`config.mk`:
```
export PLATFORM = sky130hd
export DESIGN_NAME = rc5_key_mixer_param
export DESIGN_NICKNAME = d
export VERILOG_FILES = /design/src/rtl/rc5_key_mixer_param.sv
export SDC_FILE = /design/constraint.sdc
export NUM_CORES = 1
export LEC_CHECK = 0
export ABC_AREA = 1
export BUFFER_PORTS_ARGS = -buffer_cell sky130_fd_sc_hd__clkbuf_2
export CORE_ASPECT_RATIO = 1.75
export CORE_UTILIZATION = 53
export DETAILED_ROUTE_END_ITERATION = 8
export PLACE_DENSITY = 0.69
export SYNTH_ARGS = -nofsm -noshare
export SYNTH_HDL_FRONTEND = slang
export SYNTH_SLANG_ARGS = --single-unit
export TNS_END_PERCENT = 10
```
`constraint.sdc`:
```
create_clock -name clk -period 7.2 [get_ports clk]
set_input_delay 0.72 -clock clk [delete_from_list [all_inputs] [get_ports clk]]
set_output_delay 0.72 -clock clk [all_outputs]
set_load 0.1 [all_outputs]
```
`src/rtl/rc5_key_mixer_param.sv`:
```
// RC5 key-schedule mixer: 3*max(T,C) mixing steps over external S/L RAMs, 4 cycles per step.
// Start is accepted in IDLE/DONE; abort returns to IDLE without a further write; oDone is sticky.
module rc5_key_mixer_param #(
    parameter int W = 32,
    parameter int C = 4,
    parameter int T = 26,
    localparam int TW = (T > 1) ? $clog2(T) : 1,
    localparam int CW = (C > 1) ? $clog2(C) : 1
) (
    input  logic          clk,
    input  logic          rst,
    input  logic          iStart,
    input  logic          iAbort,
    output logic          oBusy,
    output logic          oDone,
    output logic [TW-1:0] oS_addr,
    input  logic [W-1:0]  iS_rdata,
    output logic [W-1:0]  oS_wdata,
    output logic          oS_we,
    output logic [CW-1:0] oL_addr,
    input  logic [W-1:0]  iL_rdata,
    output logic [W-1:0]  oL_wdata,
    output logic          oL_we
);
    localparam int RW = $clog2(W);
    localparam int N  = 3 * ((T > C) ? T : C);
    localparam int NW = $clog2(N + 1);

    typedef enum logic [2:0] {IDLE, ADDR, READ, MIX, WRITE, DONE} state_t;

    state_t        state_q, state_d;
    logic [W-1:0]  a_q, a_d, b_q, b_d;
    logic [W-1:0]  s_rd_q, s_rd_d, l_rd_q, l_rd_d;
    logic [W-1:0]  s_wdata_q, s_wdata_d, l_wdata_q, l_wdata_d;
    logic [TW-1:0] i_q, i_d, i_nxt;
    logic [CW-1:0] j_q, j_d, j_nxt;
    logic [NW-1:0] cnt_q, cnt_d, cnt_nxt;
    logic          we_q, we_d, busy_q, busy_d, done_q, done_d;
    logic [W-1:0]  s_mix, sb_sum, l_mix;

    function automatic logic [W-1:0] rotl(input logic [W-1:0] x, input logic [RW-1:0] n);
        logic [2*W-1:0] t;
        t = {x, x} << n;
        return t[2*W-1:W];
    endfunction

    assign s_mix  = rotl(s_rd_q + a_q + b_q, RW'(3));
    assign sb_sum = s_mix + b_q;
    assign l_mix  = rotl(l_rd_q + sb_sum, sb_sum[RW-1:0]);

    // T and C need not be powers of two, so wrap by comparison.
    assign i_nxt   = (i_q == TW'(T - 1)) ? '0 : i_q + TW'(1);
    assign j_nxt   = (j_q == CW'(C - 1)) ? '0 : j_q + CW'(1);
    assign cnt_nxt = cnt_q + NW'(1);

    always_comb begin
        state_d   = state_q;
        a_d       = a_q;
        b_d       = b_q;
        s_rd_d    = s_rd_q;
        l_rd_d    = l_rd_q;
        s_wdata_d = s_wdata_q;
        l_wdata_d = l_wdata_q;
        i_d       = i_q;
        j_d       = j_q;
        cnt_d     = cnt_q;
        we_d      = 1'b0;
        busy_d    = busy_q;
        done_d    = done_q;
        case (state_q)
            IDLE, DONE: begin
                if (iStart && !iAbort) begin
                    state_d = ADDR;
                    a_d     = '0;
                    b_d     = '0;
                    i_d     = '0;
                    j_d     = '0;
                    cnt_d   = '0;
                    busy_d  = 1'b1;
                    done_d  = 1'b0;
                end
            end
            ADDR: state_d = READ;
            READ: begin
                s_rd_d  = iS_rdata;
                l_rd_d  = iL_rdata;
                state_d = MIX;
            end
            MIX: begin
                s_wdata_d = s_mix;
                l_wdata_d = l_mix;
                we_d      = 1'b1;
                state_d   = WRITE;
            end
            WRITE: begin
                a_d   = s_wdata_q;
                b_d   = l_wdata_q;
                i_d   = i_nxt;
                j_d   = j_nxt;
                cnt_d = cnt_nxt;
                if (cnt_nxt == NW'(N)) begin
                    state_d = DONE;
                    busy_d  = 1'b0;
                    done_d  = 1'b1;
                end else begin
                    state_d = ADDR;
                end
            end
            default: state_d = IDLE;
        endcase
        if (iAbort && busy_q) begin
            state_d = IDLE;
            we_d    = 1'b0;
            busy_d  = 1'b0;
        end
    end

    always_ff @(posedge clk or posedge rst) begin
        if (rst) begin
            state_q   <= IDLE;
            a_q       <= '0;
            b_q       <= '0;
            s_rd_q    <= '0;
            l_rd_q    <= '0;
            s_wdata_q <= '0;
            l_wdata_q <= '0;
            i_q       <= '0;
            j_q       <= '0;
            cnt_q     <= '0;
            we_q      <= 1'b0;
            busy_q    <= 1'b0;
            done_q    <= 1'b0;
        end else begin
            state_q   <= state_d;
            a_q       <= a_d;
            b_q       <= b_d;
            s_rd_q    <= s_rd_d;
            l_rd_q    <= l_rd_d;
            s_wdata_q <= s_wdata_d;
            l_wdata_q <= l_wdata_d;
            i_q       <= i_d;
            j_q       <= j_d;
            cnt_q     <= cnt_d;
            we_q      <= we_d;
            busy_q    <= busy_d;
            done_q    <= done_d;
        end
    end

    assign oBusy    = busy_q;
    assign oDone    = done_q;
    assign oS_addr  = i_q;
    assign oL_addr  = j_q;
    assign oS_wdata = s_wdata_q;
    assign oL_wdata = l_wdata_q;
    // An abort landing in the WRITE cycle must suppress the pending RAM write.
    assign oS_we    = we_q & ~iAbort;
    assign oL_we    = we_q & ~iAbort;

endmodule

```
==> flow_summary.json, run 1 <==
{
  "clk_root_buffer_cell": "sky130_fd_sc_hd__clkbuf_16",
  "crit_slowest_cell": "sky130_fd_sc_hd__fa_1",
  "postSynth.asyncResetShare_pct": 100,
  "fin_hold_ws_ps": 373,
  "mappedNetlistNets": 2282,
  "final_area_um2": 20000,
  "chipWidth_um": 134,
  "vias_per_cell": 5.78,
  "finalNetCount": 2546,
  "multi_input_area_um2": 10700,
  "cp.required_ps": 7640,
  "cp.buffers_inverters": 10,
  "clock_tree.buffer_depth": 3,
  "post_route_cells_drive_above_1_share_pct": 29.9,
  "worst-r2r-setup-slack_ps": 190,
  "rr_endpoint": "oL_wdata[10]$_DFFE_PP0N_",
  "layout_min_cycle_time_ps": 7010,
  "initial_utilization_pct": 54.0,
  "cts-buffers-inserted": 22,
  "globalRouteOverflowTotal": 0,
  "cp_data_arrival_time_ps": 7440,
  "hp-class": "in -> async",
  "num_io_pins": 143,
  "synth_seq_cells": 212,
  "timing_max_transition_violations_final": 0,
  "clock_tree.htree_level_count": 1,
  "syn2layout_area_growth_pct": 23.0,
  "cpMostUsedCell": "sky130_fd_sc_hd__nand2_1",
  "grt_use_total_pct": 37.1,
  "detailroute.via_count": 15900,
  "synth_top_flop_cell": "sky130_fd_sc_hd__dfrtp_1",
  "wirelength_um": 58300,
  "highest_layer": "met4",
  "cts_tree": "built",
  "report.final.setup_viol": 0,
  "skew_ps": 48.1,
  "site_rows": 84,
  "clk_pin_slew_worst_paths_ps": 70,
  "post-route-util_pct": 66.4,
  "delay_heaviest_family_cp": "simple AND/OR/NAND/NOR gates",
  "synth_warnings": 0,
  "detail_route.iter0.violations": 1144,
  "ys_types": 58,
  "synth.top_cells.by_area": "sky130_fd_sc_hd__dfrtp_1 33%, sky130_fd_sc_hd__nand2_1 11%, sky130_fd_sc_hd__nand3_1 10%, sky130_fd_sc_hd__ha_1 7.5%, sky130_fd_sc_hd__mux2_2 4.4%",
  "nFillCells": 2676,
  "worstReg2RegStart": "b_q[1]$_DFFE_PP0P_",
  "wl_met1_um": 20100,
  "drt_drc_violations_left": 0,
  "die_h_um": 234,
  "cp-start-kind": "flop",
  "grt_start_max_net_pins": 140,
  "syn_inst": 2082,
  "critical_path_peak_fanout": 4,
  "syn_avg_cell_area_um2": 7.82,
  "outcome": "finished, final reports clean",
  "global_route_wire_length_before_repair_um": 87800,
  "design.die.area_um2": 31500,
  "normalized_max_slew_margin_pct": 25.9,
  "worstRegToRegCells": 47,
  "setup_tns_ps": 0,
  "max_slew.worst_pin.slew_ps": 1110,
  "max_cap_violations": 0,
  "wl_met3_um": 2090,
  "max_freq_mhz": 143,
  "port_buffers": 142,
  "unrepaired_setup_endpoints_after_global_routing": "yes",
  "crit_path_end_kind": "flop",
  "antennaDiodeCount": 0,
  "place.detailed.hpwl_um": 46300,
  "timing.setup.critical_path_class": "reg -> reg",
  "placedInstanceArea_um2": 18400,
  "maximum_cell_stage_delay_along_the_critical_path_ps": 500,
  "seq_area_frac_synth_pct": 32.6,
  "share_of_the_cycle_needed_by_the_critical_path_after_routing_pct": 97.3,
  "yosys.area.top_type": "sky130_fd_sc_hd__dfrtp_1",
  "netlist_area_um2": 16300,
  "number_of_buffers_added_to_fix_hold_violations_after_cts": 0,
  "routabilityCongestion": 0.986,
  "first_global_vias": 16200,
  "clkLatencyLatePin_ps": 560,
  "drt-pass1-iter-count": 6,
  "netlist.area_leader.share_pct": 32.6,
  "sinks_on_the_clock_net": 212,
  "coreArea_um2": 30200,
  "final_hold_viol_count": 0,
  "dr_wl_met2_um": 30900,
  "post_detailed_route_wirelength_per_cell_um": 21.2,
  "synth_enable_flop_cells": 0,
  "antenna_violations_before_repair": 0,
  "final-seq-area_um2": 5310,
  "postRouteAntennaNets": 0
}
[per-stage QoR]
stage	worst slack (ps)	std cells
2_1_floorplan	686	2082
3_3_place_gp	-279	2699
3_5_place_dp	-282	2699
4_1_cts	12.1	2740
5_1_grt	-125	2748
6_report	193	2748
[state kept, by name, indices dropped and copies added (netlist names)]
signal,count
oS_addr,5
l_rd_q,32
state_q,3
oDone,1
cnt_q,7
a_q,32
oL_wdata,32
oL_addr,2
oS_wdata,32
we_q,1
s_rd_q,32
oBusy,1
b_q,32
[layout by cell type, fill, tap and decap left out, types with 22 or more instances in the layout]
cell type	n
sky130_fd_sc_hd__a21oi_1	74
sky130_fd_sc_hd__buf_4	168
sky130_fd_sc_hd__nand3_2	103
sky130_fd_sc_hd__fa_1	32
sky130_fd_sc_hd__o21ai_0	91
sky130_fd_sc_hd__clkbuf_2	142
sky130_fd_sc_hd__clkbuf_16	22
sky130_fd_sc_hd__nor2_1	70
sky130_fd_sc_hd__nand3_1	281
sky130_fd_sc_hd__mux2_2	63
sky130_fd_sc_hd__dfrtp_1	212
sky130_fd_sc_hd__xor2_1	46
sky130_fd_sc_hd__a21oi_2	22
sky130_fd_sc_hd__nand2_1	431
sky130_fd_sc_hd__inv_1	182
sky130_fd_sc_hd__nor2_2	24
sky130_fd_sc_hd__nand2_2	38
sky130_fd_sc_hd__ha_1	88
[Yosys cell counts (all sizes together) (9+ instances only)]
library cell,n
mux2,63
buf,41
ha,98
nand4,19
nand3b,9
clkinv,10
xnor2,21
o21bai,11
or2,12
a21o,12
a21oi,100
clkbuf,32
nand2,473
fa,34
nor2,103
inv,200
o211ai,14
dfrtp,212
o21ai,124
nand3,390
nor3,15
xor2,52
[layout make-up]
| type | instances | share of cell area (%) |
|---|---|---|
| Multi-Input combinational cell | 1587 | 53.6 |
| Sequential cell | 212 | 26.5 |
| Clock inverter | 12 | 0.450 |
| Timing Repair Buffer | 313 | 10.1 |
| Tap cell | 387 | 2.42 |
| Inverter | 210 | 3.97 |
| Clock buffer | 27 | 2.99 |
[per-layer routing]
| metal | vias to the layer above | GRT usage (%) |
|---|---|---|
| met5 | - | 0 |
| met4 | 0 | 28.8 |
| met3 | 217 | 3.22 |
| met2 | 528 | 69.9 |
| met1 | 7631 | 37.3 |
| li1 | 7517 | - |
[worst max path at each step]
stage | start | endpoint | slack (ps) | cells after the start
after floorplan | rst | a_q[0]$_DFFE_PP0P_ | 690 | 1
after global placement | a_q[1]$_DFFE_PP0P_ | oL_wdata[28]$_DFFE_PP0N_ | -280 | 49
after detailed placement | a_q[1]$_DFFE_PP0P_ | oL_wdata[25]$_DFFE_PP0N_ | -280 | 51
after CTS | a_q[1]$_DFFE_PP0P_ | oL_wdata[6]$_DFFE_PP0N_ | 10 | 51
after global routing | b_q[1]$_DFFE_PP0P_ | oL_wdata[19]$_DFFE_PP0N_ | -120 | 50
final | b_q[1]$_DFFE_PP0P_ | oL_wdata[10]$_DFFE_PP0N_ | 190 | 47
[logic make-up after synthesis]
kind of cell | after synthesis | synth area share (%)
xor+xnor | 73 | 3.93
simple gates | 1025 | 29.7
buf+inv | 283 | 6.79
mux | 64 | 4.42
flops | 212 | 32.6
fa+ha+maj | 132 | 11.7
compound gates | 293 | 10.8
[timing repair]
action / in CTS / in global routing
pin swaps: 3 / 68
buffers inserted: 2 / 8
endpoints found under the setup margin: 32 / 32
cloned: 0 / 0
gates resized for setup: 16 / 180
Power of run 1 is left out: the tool's default activity adds up to more than one toggle a clock period on the data nets, which glitch-free logic cannot reach.
==> run 2: changes to the inputs <==
Settings changed: CORE_ASPECT_RATIO 1.75 to 0.6.
==> flow_summary.json, run 2 (synthesis gave the netlist of run 1 again) <==
{
  "layout.cells.most_common_list": "437 x sky130_fd_sc_hd__nand2_1, 314 x sky130_fd_sc_hd__nand3_1, 212 x sky130_fd_sc_hd__dfrtp_1, 182 x sky130_fd_sc_hd__inv_1, 142 x sky130_fd_sc_hd__clkbuf_2",
  "critical_path_peak_fanout": 4,
  "highest_layer": "met4",
  "normalized_max_slew_margin_pct": 18.4,
  "die_h_um": 138,
  "postRouteAntennaNets": 0,
  "cp-start-kind": "flop",
  "delay_heaviest_family_cp": "compound AO/OA/AOI/OAI gates",
  "antenna_violations_before_repair": 2,
  "clock_tree.buffer_depth": 3,
  "wl_met1_um": 26700,
  "wl_met3_um": 6990,
  "placed_cells": 2641,
  "post_detailed_route_wirelength_per_cell_um": 21.0,
  "cpMostUsedCell": "sky130_fd_sc_hd__nand2_1",
  "globalRouteOverflowTotal": 0,
  "crit_slowest_cell": "sky130_fd_sc_hd__fa_1",
  "max_slew.worst_pin.slew_ps": 1220,
  "site_rows": 49,
  "cts-buffers-inserted": 23,
  "post_route_cells_drive_above_1_share_pct": 24.6,
  "clk_pin_slew_worst_paths_ps": 60,
  "design.die.area_um2": 31400,
  "timing_max_transition_violations_final": 0,
  "port_buffers": 142,
  "grt_use_total_pct": 35.9,
  "clkLatencyLatePin_ps": 550,
  "crit_path_end_kind": "flop",
  "number_of_buffers_added_to_fix_hold_violations_after_cts": 0,
  "coreArea_um2": 30100,
  "maximum_cell_stage_delay_along_the_critical_path_ps": 500,
  "dr_wl_met2_um": 22200,
  "final_hold_viol_count": 0,
  "finalNetCount": 2473,
  "first_global_vias": 14400,
  "max_freq_mhz": 145,
  "layout.cells.most_common": "sky130_fd_sc_hd__nand2_1",
  "chipWidth_um": 228,
  "wirelength_um": 56800,
  "cp.buffers_inverters": 6,
  "drt_drc_violations_left": 0,
  "share_of_the_cycle_needed_by_the_critical_path_after_routing_pct": 95.5,
  "detail_route.iter0.violations": 1788,
  "vias_per_cell": 5.88,
  "hp-class": "in -> async",
  "num_io_pins": 143,
  "grt_start_max_net_pins": 121,
  "drt-pass1-iter-count": 5,
  "timing.setup.critical_path_class": "reg -> reg",
  "clk_root_buffer_cell": "sky130_fd_sc_hd__clkbuf_16",
  "place.detailed.hpwl_um": 44200,
  "routabilityCongestion": 1.01,
  "report.final.setup_viol": 0,
  "cp_data_arrival_time_ps": 7310,
  "max_cap_violations": 0,
  "cp.required_ps": 7640,
  "cts_tree": "built",
  "final_cells": 2699,
  "skew_ps": 22.8,
  "layout_min_cycle_time_ps": 6880,
  "global_route_wire_length_before_repair_um": 85400,
  "outcome": "finished, final reports clean",
  "detailroute.via_count": 15900,
  "clock_tree.htree_level_count": 1,
  "initial_utilization_pct": 54.1,
  "syn2layout_area_growth_pct": 17.8,
  "sinks_on_the_clock_net": 212
}
[run 2: area by class of cell]
| type | instances | area, um2 |
|---|---|---|
| Fill cell | 2664 | 10900 |
| Multi-Input combinational cell | 1587 | 10300 |
| Sequential cell | 212 | 5310 |
| Timing Repair Buffer | 239 | 1450 |
| Inverter | 210 | 796 |
| Clock buffer | 29 | 618 |
| Tap cell | 408 | 510 |
| Clock inverter | 12 | 178 |
| Antenna cell | 2 | 5.00 |
[run 2: layer usage]
layer	vias to the layer above	track usage, %
met5	-	0
met4	0	5.59
met3	67	12.5
met2	772	48.9
met1	7642	54.3
li1	7376	-
[run 2: final timing paths]
path	from	endpoint	slack, ps	cells past startpoint
setup / recovery	b_q[29]$_DFFE_PP0P_	oL_wdata[28]$_DFFE_PP0N_	320	38
hold / removal	rst	oBusy$_DFFE_PP0P_	360	2
min in group clk	iL_rdata[29]	l_rd_q[29]$_DFFE_PP0N_	390	2
hold reg to reg	l_rd_q[3]$_DFFE_PP0N_	l_rd_q[3]$_DFFE_PP0N_	520	1
setup reg to reg	b_q[29]$_DFFE_PP0P_	oL_wdata[28]$_DFFE_PP0N_	320	38
max in group asynchronous	rst	l_rd_q[18]$_DFFE_PP0N_	5480	3
[run 2: worst register-to-register path, delay by kind of cell, from the launching register on]
kind | cells | cell delay [ps]
adders and majority gates | 4 | 1570
buffers and inverters | 6 | 750
AOI/OAI and AO/OA | 9 | 1800
xor gates and xnor gates | 2 | 470
and+or+nand+nor | 17 | 1680
DFF | 1 | 470
[run 2: metrics by stage]
step / instance area, um2 / util (%) / worst slack [ps] / TNS (ps) / hold slack, ps
2_1_floorplan: 16300 / - / 686 / 0 / 486
3_3_place_gp: 17900 / 59.4 / 193 / 0 / 498
3_5_place_dp: 17900 / 59.4 / 5.67 / 0 / 505
4_1_cts: 18700 / 62.0 / 46.2 / 0 / 389
5_1_grt: 19200 / 63.7 / -82.4 / -670 / 394
6_report: 19200 / 63.7 / 323 / 0 / 357
[run 2: repair_timing]
item / in CTS / in global routing
setup endpoints to repair: 1 / 32
gates resized for setup: 1 / 103
buffers inserted: 0 / 16
pin swaps: 0 / 43
Power of run 2 is left out for the same reason.
